--- config.mk ---
export PLATFORM = sky130hd
export DESIGN_NAME = timer_mc
export DESIGN_NICKNAME = d
export VERILOG_FILES = /design/src/rtl/timer_mc_pkg.sv /design/src/rtl/timer_mc_ch.sv /design/src/rtl/timer_mc.sv
export SDC_FILE = /design/constraint.sdc
export NUM_CORES = 2
export LEC_CHECK = 0
export ABC_AREA = 1
export BUFFER_PORTS_ARGS = -buffer_cell sky130_fd_sc_hd__buf_2
export CAP_MARGIN = 20
export CORE_MARGIN = 2
export CORE_UTILIZATION = 35
export CTS_CLUSTER_SIZE = 24
export DETAILED_ROUTE_END_ITERATION = 8
export PLACE_DENSITY = 0.58
export SLEW_MARGIN = 20
export SYNTH_ARGS = -nofsm -noshare
export SYNTH_HDL_FRONTEND = slang
export SYNTH_SLANG_ARGS = --single-unit
--- constraint.sdc ---
create_clock -name clk -period 16.3 [get_ports clk]
set_input_delay 0 -clock clk [delete_from_list [all_inputs] [get_ports clk]]
set_output_delay 0 -clock clk [all_outputs]
set_load 0.02 [all_outputs]
--- src/rtl/timer_mc_pkg.sv ---
// timer_mc_pkg: shared mode encodings and default sizes for the multi-channel timer
package timer_mc_pkg;
  localparam int DEF_N_CH = 4;
  localparam int DEF_CNT_W = 64;
  localparam int DEF_PRESC_W = 16;
  localparam logic [1:0] MODE_FREE = 2'd0;
  localparam logic [1:0] MODE_PERIODIC = 2'd1;
  localparam logic [1:0] MODE_ONESHOT = 2'd2;
  localparam logic [1:0] MODE_RSVD = 2'd3;
endpackage

--- src/rtl/timer_mc_ch.sv ---
// timer_mc_ch: one timer channel with counter, one-shot done, sticky irq and sample register
module timer_mc_ch
  import timer_mc_pkg::*;
#(
  parameter int CNT_W = DEF_CNT_W
) (
  input  logic             clk,
  input  logic             rst,
  input  logic             i_tick,
  input  logic             i_en,
  input  logic [1:0]       i_mode,
  input  logic [CNT_W-1:0] i_limit,
  input  logic             i_clr,
  input  logic             i_sample,
  input  logic             i_irq_clr,
  output logic [CNT_W-1:0] o_count,
  output logic             o_done,
  output logic             o_irq
);
  logic [CNT_W-1:0] r_cnt, r_count, w_cnt;
  logic r_done, r_irq, w_adv, w_hit, w_per, w_one, w_set;
  always_comb begin
    w_adv = i_en & i_tick & ~r_done & ~i_clr;
    w_hit = r_cnt >= i_limit;
    w_per = i_mode == MODE_PERIODIC;
    w_one = i_mode == MODE_ONESHOT;
    w_set = w_adv & w_hit & (w_per | w_one);
    // reserved mode falls through to free-run increment
    w_cnt = i_clr ? '0 : !w_adv ? r_cnt : (w_per & w_hit) ? '0 :
            (w_one & w_hit) ? r_cnt : r_cnt + 1'b1;
  end
  always_ff @(posedge clk or posedge rst) begin
    if (rst) begin
      r_cnt <= '0;
      r_count <= '0;
      r_done <= 1'b0;
      r_irq <= 1'b0;
    end else begin
      r_cnt <= w_cnt;
      r_count <= i_sample ? r_cnt : r_count;
      r_done <= i_clr ? 1'b0 : (w_set & w_one) ? 1'b1 : r_done;
      r_irq <= w_set ? 1'b1 : i_irq_clr ? 1'b0 : r_irq;
    end
  end
  assign o_count = r_count;
  assign o_done = r_done;
  assign o_irq = r_irq;
endmodule

--- src/rtl/timer_mc.sv ---
// timer_mc: N_CH independent timer channels sharing one programmable prescaler
module timer_mc
  import timer_mc_pkg::*;
#(
  parameter int N_CH = DEF_N_CH,
  parameter int CNT_W = DEF_CNT_W,
  parameter int PRESC_W = DEF_PRESC_W
) (
  input  logic                  clk,
  input  logic                  rst,
  input  logic [PRESC_W-1:0]    i_presc,
  input  logic                  i_presc_en,
  input  logic [N_CH-1:0]       i_ch_en,
  input  logic [2*N_CH-1:0]     i_ch_mode,
  input  logic [N_CH*CNT_W-1:0] i_ch_limit,
  input  logic [N_CH-1:0]       i_ch_clr,
  input  logic [N_CH-1:0]       i_ch_sample,
  input  logic [N_CH-1:0]       i_ch_irq_clr,
  output logic [N_CH*CNT_W-1:0] o_ch_count,
  output logic [N_CH-1:0]       o_ch_done,
  output logic [N_CH-1:0]       o_ch_irq,
  output logic                  o_irq
);
  logic [PRESC_W-1:0] r_presc_cnt;
  logic w_tick;
  logic r_irq;
  assign w_tick = i_presc_en & (r_presc_cnt == i_presc);
  // a presc lowered below the running count wraps naturally via modulo increment
  always_ff @(posedge clk or posedge rst) begin
    if (rst) begin
      r_presc_cnt <= '0;
      r_irq <= 1'b0;
    end else begin
      r_presc_cnt <= !i_presc_en ? r_presc_cnt : w_tick ? '0 : r_presc_cnt + 1'b1;
      r_irq <= |o_ch_irq;
    end
  end
  assign o_irq = r_irq;
  for (genvar i = 0; i < N_CH; i++) begin : g_ch
    timer_mc_ch #(.CNT_W(CNT_W)) u_ch (
      .clk      (clk),
      .rst      (rst),
      .i_tick   (w_tick),
      .i_en     (i_ch_en[i]),
      .i_mode   (i_ch_mode[2*i +: 2]),
      .i_limit  (i_ch_limit[CNT_W*i +: CNT_W]),
      .i_clr    (i_ch_clr[i]),
      .i_sample (i_ch_sample[i]),
      .i_irq_clr(i_ch_irq_clr[i]),
      .o_count  (o_ch_count[CNT_W*i +: CNT_W]),
      .o_done   (o_ch_done[i]),
      .o_irq    (o_ch_irq[i])
    );
  end
endmodule
* Word-level counts from Yosys, hierarchy flattened
Cells that the tools add are included.
Storage, ports and cells: flip-flop bits (word level) 537, logic and storage cells 135
Cells by class: $add $sub $neg 5, $lt $le $gt $ge 4, equality and inequality tests 13, mux-type cells 33, bitwise logic cells 45, reduce and logical (&&, ||, !) cells 17
Operator list (count):
- $mux 64 | 16
- $add 64x1->64 const B | 4
- $ge 64x64->1 | 4
- $and 1x1->1 | 33
- $reduce_bool 2->1 | 12
- $add 16x1->16 const B | 1
- $eq 16x16->1 | 1
- $mux 1 | 16
- $mux 16 | 1
- $ne 3x2->1 const B | 4
- $eq 2x1->1 const B | 4
- $eq 2x2->1 const B | 4
- $not 1->1 | 8
- $reduce_and 2->1 | 4
- $or 1x1->1 | 4
- $reduce_or 4->1 | 1

* Longest topological paths before layout
depth after elaboration 10, mapped depth 21, mapped depth without buffers 20

* By module
From an unflattened synthesis, not the netlist that was laid out.
Unflattened totals: cells, all modules 5417, area total of the unflattened synthesis 38261.7 um^2
Modules (own cells, without submodules):
- timer_mc_ch | times used 4, cells each 1294, area each 9206.3 um^2, seq. area each 3253.1 um^2
- timer_mc | times used 1, cells each 241, area each 1436.4 um^2, seq. area each 425.4 um^2

* Worst setup path before layout
Ideal clock, no wire load.
kind register -> register, start reg g_ch[3].u_ch.r_cnt[55], end reg g_ch[3].u_ch.r_cnt[60], library setup time 117 ps, arrival 2006 ps, required time 16183 ps, path slack 14177 ps, stages on the path, launching flop included 16, buffers on the path 1, period minus slack after synthesis 2123 ps, cell sequence dfrtp_1 -> ha_1 -> nand2_1 -> nor2_1 -> nand3_1 -> nor2_2 -> nand2_1 -> nor3b_1 -> nand2_1 -> nand2_2 -> nand2_4 -> nand2_4 -> buf_8 -> nand2_4 -> nand2_1 -> nand2_1
Between the ends: word-level cells in the longest chain between the ends 5, elaborated cells between the ends (all ways) 10
Ends and longest elaborated chain:
- from (decl) | line timer_mc_ch.sv:20 | logic [CNT_W-1:0] r_cnt, r_count, w_cnt;
- from (signal assigned) | line timer_mc_ch.sv:39 | r_cnt <= w_cnt;
- $add 64x1->64 / $ge 64x64->1 (equally long branches) | line timer_mc_ch.sv:30, timer_mc_ch.sv:24
- $mux 64 / $and 1x1->1 (equally long branches) | line timer_mc_ch.sv:30, timer_mc_ch.sv:29
- $mux 64 (3 in a row) | line timer_mc_ch.sv:29 | w_cnt = i_clr ? '0 : !w_adv ? r_cnt : (w_per & w_hit) ? '0 :
Several ways; a longest one is shown, not always the timed one. The select of a mux whose other input is x is not followed. A chain may end at the register's enable or synchronous reset.

* Worst setup path after layout
start reg g_ch[1].u_ch.r_cnt[61], end reg g_ch[1].u_ch.r_cnt[1]
Between the ends: word-level cells in the longest chain between the ends 5, elaborated cells between the ends (all ways) 8
Ends and longest elaborated chain:
- from (decl) | line timer_mc_ch.sv:20
- from (signal assigned) | line timer_mc_ch.sv:39
- $ge 64x64->1 * | line timer_mc_ch.sv:24 | w_hit = r_cnt >= i_limit;
- $and 1x1->1 | line timer_mc_ch.sv:29
- $mux 64 (3 in a row) | line timer_mc_ch.sv:29
Every way passes the cells marked *; elsewhere a longest branch is shown, timed or not. The select of a mux whose other input is x is not followed.

==> results.md <==
* CTS root buf: clkbuf_16
* Sequential fraction of the synthesis area at 36.2%
* CP Launch Type: flip-flop
* Max FO, Critical Path at 65
* RSZ-0062 raised after global routing: false
* Pwr/cell area at 75.1 nW/um^2
* Port bufs at 563
* Most Frequent Cell on Critical Path: nand2_1
* Setup CP Type: reg2reg
* Site Rows at 119
* Routed Wire Length at about 130 mm
* Slew margin rel. at 27.8%
* Synthesized area at 37,100 um^2
* CTS Buf Count at 67
* Post-DP HPWL at 98.5 mm
* Fmax at 247 MHz
* RePlAce Congestion at 0.975
* Sink Count at 537
* Drt wl/cell at roughly 19 um
* Peak VDD IR at 0.0720 mV
* GRT Residual Overflow at 0
* Overall power at 3270 uW
* Hold Violations, Final at 0
* Slew @ Worst Pin at 1080 ps
* Initial antenna violation count at 9
* Core region area at 105,000 um^2
* Max incr delay on CP at 600 ps
* Cells along the critical path: ha_1 -> nand2_1 -> nor2_1 -> nand2_1 -> nor3_2 -> nand2_1 -> nor3_2 -> nand2_1 -> nand2_2 -> nand2_2 -> nand2_2 -> buf_4 -> o21ai_0
* Status: completed
* Worst-Skew Late Latency at 640 ps
* Post-CTS Resized at 0
* Setup TNS at 0 ps
* Hold crit path type: in2async
* RR Startpoint: g_ch[1].u_ch.r_cnt[61]
* Static Leak at 0.0240 uW
* Max-cap violations at 0
* DRC Markers at 0
* Syn_nets at 5,502
* Antenna Nets Post-Route at 0
* Final Setup Violations at 0
* Synth unique cells at 41
* Most frequent cells in the layout: 1,178 x nand2_1, 646 x nor2_1, 594 x inv_1
* Fin crit share at roughly a quarter
* Non-filler cells, final at a little under 7,000
* Synth Register Bits at 537
* Slew Limit Fails at 0
* I/O Pins at ~560
* Commonest non-fill, non-tap cell in the layout: nand2_1
* R2r endpoint: g_ch[1].u_ch.r_cnt[1]
* Syn Area/Cell at between 7 and 8 um^2
* Area delta synth->final at 17.3%
* Crit path DAT at 4520 ps
* Number of global-route vias before repair at about 34,000
* Die width at 330 um
* Number of vias per cell at 5.04
* Clk_skew at 16.6 ps
* CTS tree: built
* GR Util All Layers at 23.4%
* Largest net degree at the start of global routing at 149
* Die ar. at roughly 110,000 um^2
* Initial core utilization at 35.3%
* Vias at 34,700
* Required @ worst endpoint at around 17,000 ps
* H-tree Lvls at 3
* Yosys synthesis warning count at 0
* Die Span Y at 330 um
* WHS at 26.4 ps
* Global-route wire length before repair at 199 mm
* Clock Path Buffers at 3
* Critical path's slowest cell: nand2_2
* Reg-to-reg setup timing slack at between 10,000 and 15,000 ps
* Fraction of layout instances using a drive strength above 1 at 17.2%
* Initial DRC Count at 2,488
* Placed Cells incl. Taps at just under 7,000
* Cells on worst reg2reg path at 13
* Delay-heaviest family, CP: simple AND/OR/NAND/NOR gates
* Final Net Count at ~6,000
* Crit path time final at 4050 ps
* Cell count after synthesis at between 4,000 and 5,000
* Drt pass-1 iters at 5
* Crit path capture type: flip-flop
* WP buf/inv at 1
* CTS clock-pin slew for the worst setup and hold paths at 60 ps
-- sequential cells by signal (all words and copies together), names as in the netlist --
register	cells
g_ch.u_ch.o_count	256
g_ch.u_ch.o_done	4
g_ch.u_ch.o_irq	4
g_ch.u_ch.r_cnt	256
o_irq	1
r_presc_cnt	16
-- cell usage after synthesis, drive strengths merged --
| master | instances | area share (%) |
|---|---|---|
| nand3b | 7 | 0.14 |
| dfrtp | 537 | 36 |
| nor3b | 5 | 0.10 |
| and3 | 2 | 0.034 |
| and3b | 1 | 0.024 |
| inv | 605 | 6.1 |
| o21ai | 49 | 0.66 |
| nand4 | 247 | 4.2 |
| or2 | 5 | 0.084 |
| xor2 | 220 | 5.2 |
| nor2 | 653 | 6.7 |
| nor3 | 103 | 1.6 |
| mux2 | 187 | 5.7 |
| buf | 89 | 1.7 |
| o21a | 6 | 0.12 |
| xnor2 | 32 | 0.75 |
| and2 | 2 | 0.034 |
| a21oi | 190 | 2.6 |
| nor4 | 7 | 0.12 |
| ha | 269 | 9.1 |
| nand3 | 409 | 5.5 |
| clkbuf | 100 | 1.0 |
| o211ai | 1 | 0.020 |
| a21o | 9 | 0.18 |
| nand2 | 1199 | 12 |
-- worst max path at each step --
stage / start / endpoint / depth (start not counted)
after global routing: g_ch[1].u_ch.r_cnt[61] / g_ch[1].u_ch.r_cnt[1] / 14
after floorplan: rst / g_ch[0].u_ch.o_count[0] / 1
final: g_ch[1].u_ch.r_cnt[61] / g_ch[1].u_ch.r_cnt[1] / 13
after global placement: g_ch[1].u_ch.r_cnt[61] / g_ch[1].u_ch.r_cnt[1] / 13
after detailed placement: g_ch[1].u_ch.r_cnt[61] / g_ch[1].u_ch.r_cnt[1] / 13
after CTS: g_ch[1].u_ch.r_cnt[61] / g_ch[1].u_ch.r_cnt[46] / 14
-- power by group --
group          internal (uW)  switching [uW]  total, uW
registers               1350            21.0       1380
clock network            996             633       1630
logic                   93.3             173        267
-- metal layers --
metal,vias to the layer above,wire [um],GRT usage (%)
met5,-,53,0
met4,10,2630,5.78
met3,150,9100,4.47
met2,1032,58500,37.2
met1,16500,58900,32.5
li1,17000,-,-
-- through the flow --
step           util (%)  instance area (um^2)  worst slack, ps
2_1_floorplan         -                 37100             1290
3_3_place_gp       38.9                 40900            12310
3_5_place_dp       38.9                 40900            12310
4_1_cts            41.4                 43500            12280
5_1_grt            41.4                 43500            11860
6_report           41.4                 43500            12250
-- final cells by class --
class                      instances  area [um^2]
multi-input combinational       3603        20400
antenna                            2         5.00
inverter                         605         2280
clock buffer                      85         1930
tap                             1391         1740
clock inverter                    33          443
sequential                       537        13400
fill                           11000        61700
timing repair buffer             614         3280
-- worst reg2reg max path, delay by kind of cell (launching register included) --
kind,cells,cell delay (ps)
compound gates,1,210
simple gates,10,2270
flops,1,480
fa+ha+maj,1,350
buf+inv,1,590
-- cell families (layout without fill, tap and decap cells) --
kind of cell	Yosys count	count (layout)	share of synthesized area (%)
other	0	2	0
XOR/XNOR	252	252	5.94
buffers and inverters	794	1337	8.83
AND/OR/NAND/NOR	2640	2640	30.8
adder cells (fa/ha/maj)	269	269	9.06
multiplexers	187	187	5.67
flip-flops	537	537	36.2
AO/OA/AOI/OAI	255	255	3.54
-- what timing repair did --
| action | CTS | global route |
|---|---|---|
| endpoints found under the hold margin | 155 | 0 |
| buffers inserted | 0 | 0 |
| hold buffers | 26 | 0 |
| endpoints found under the setup margin | 0 | 0 |
(Power assumes the default switching activity.)
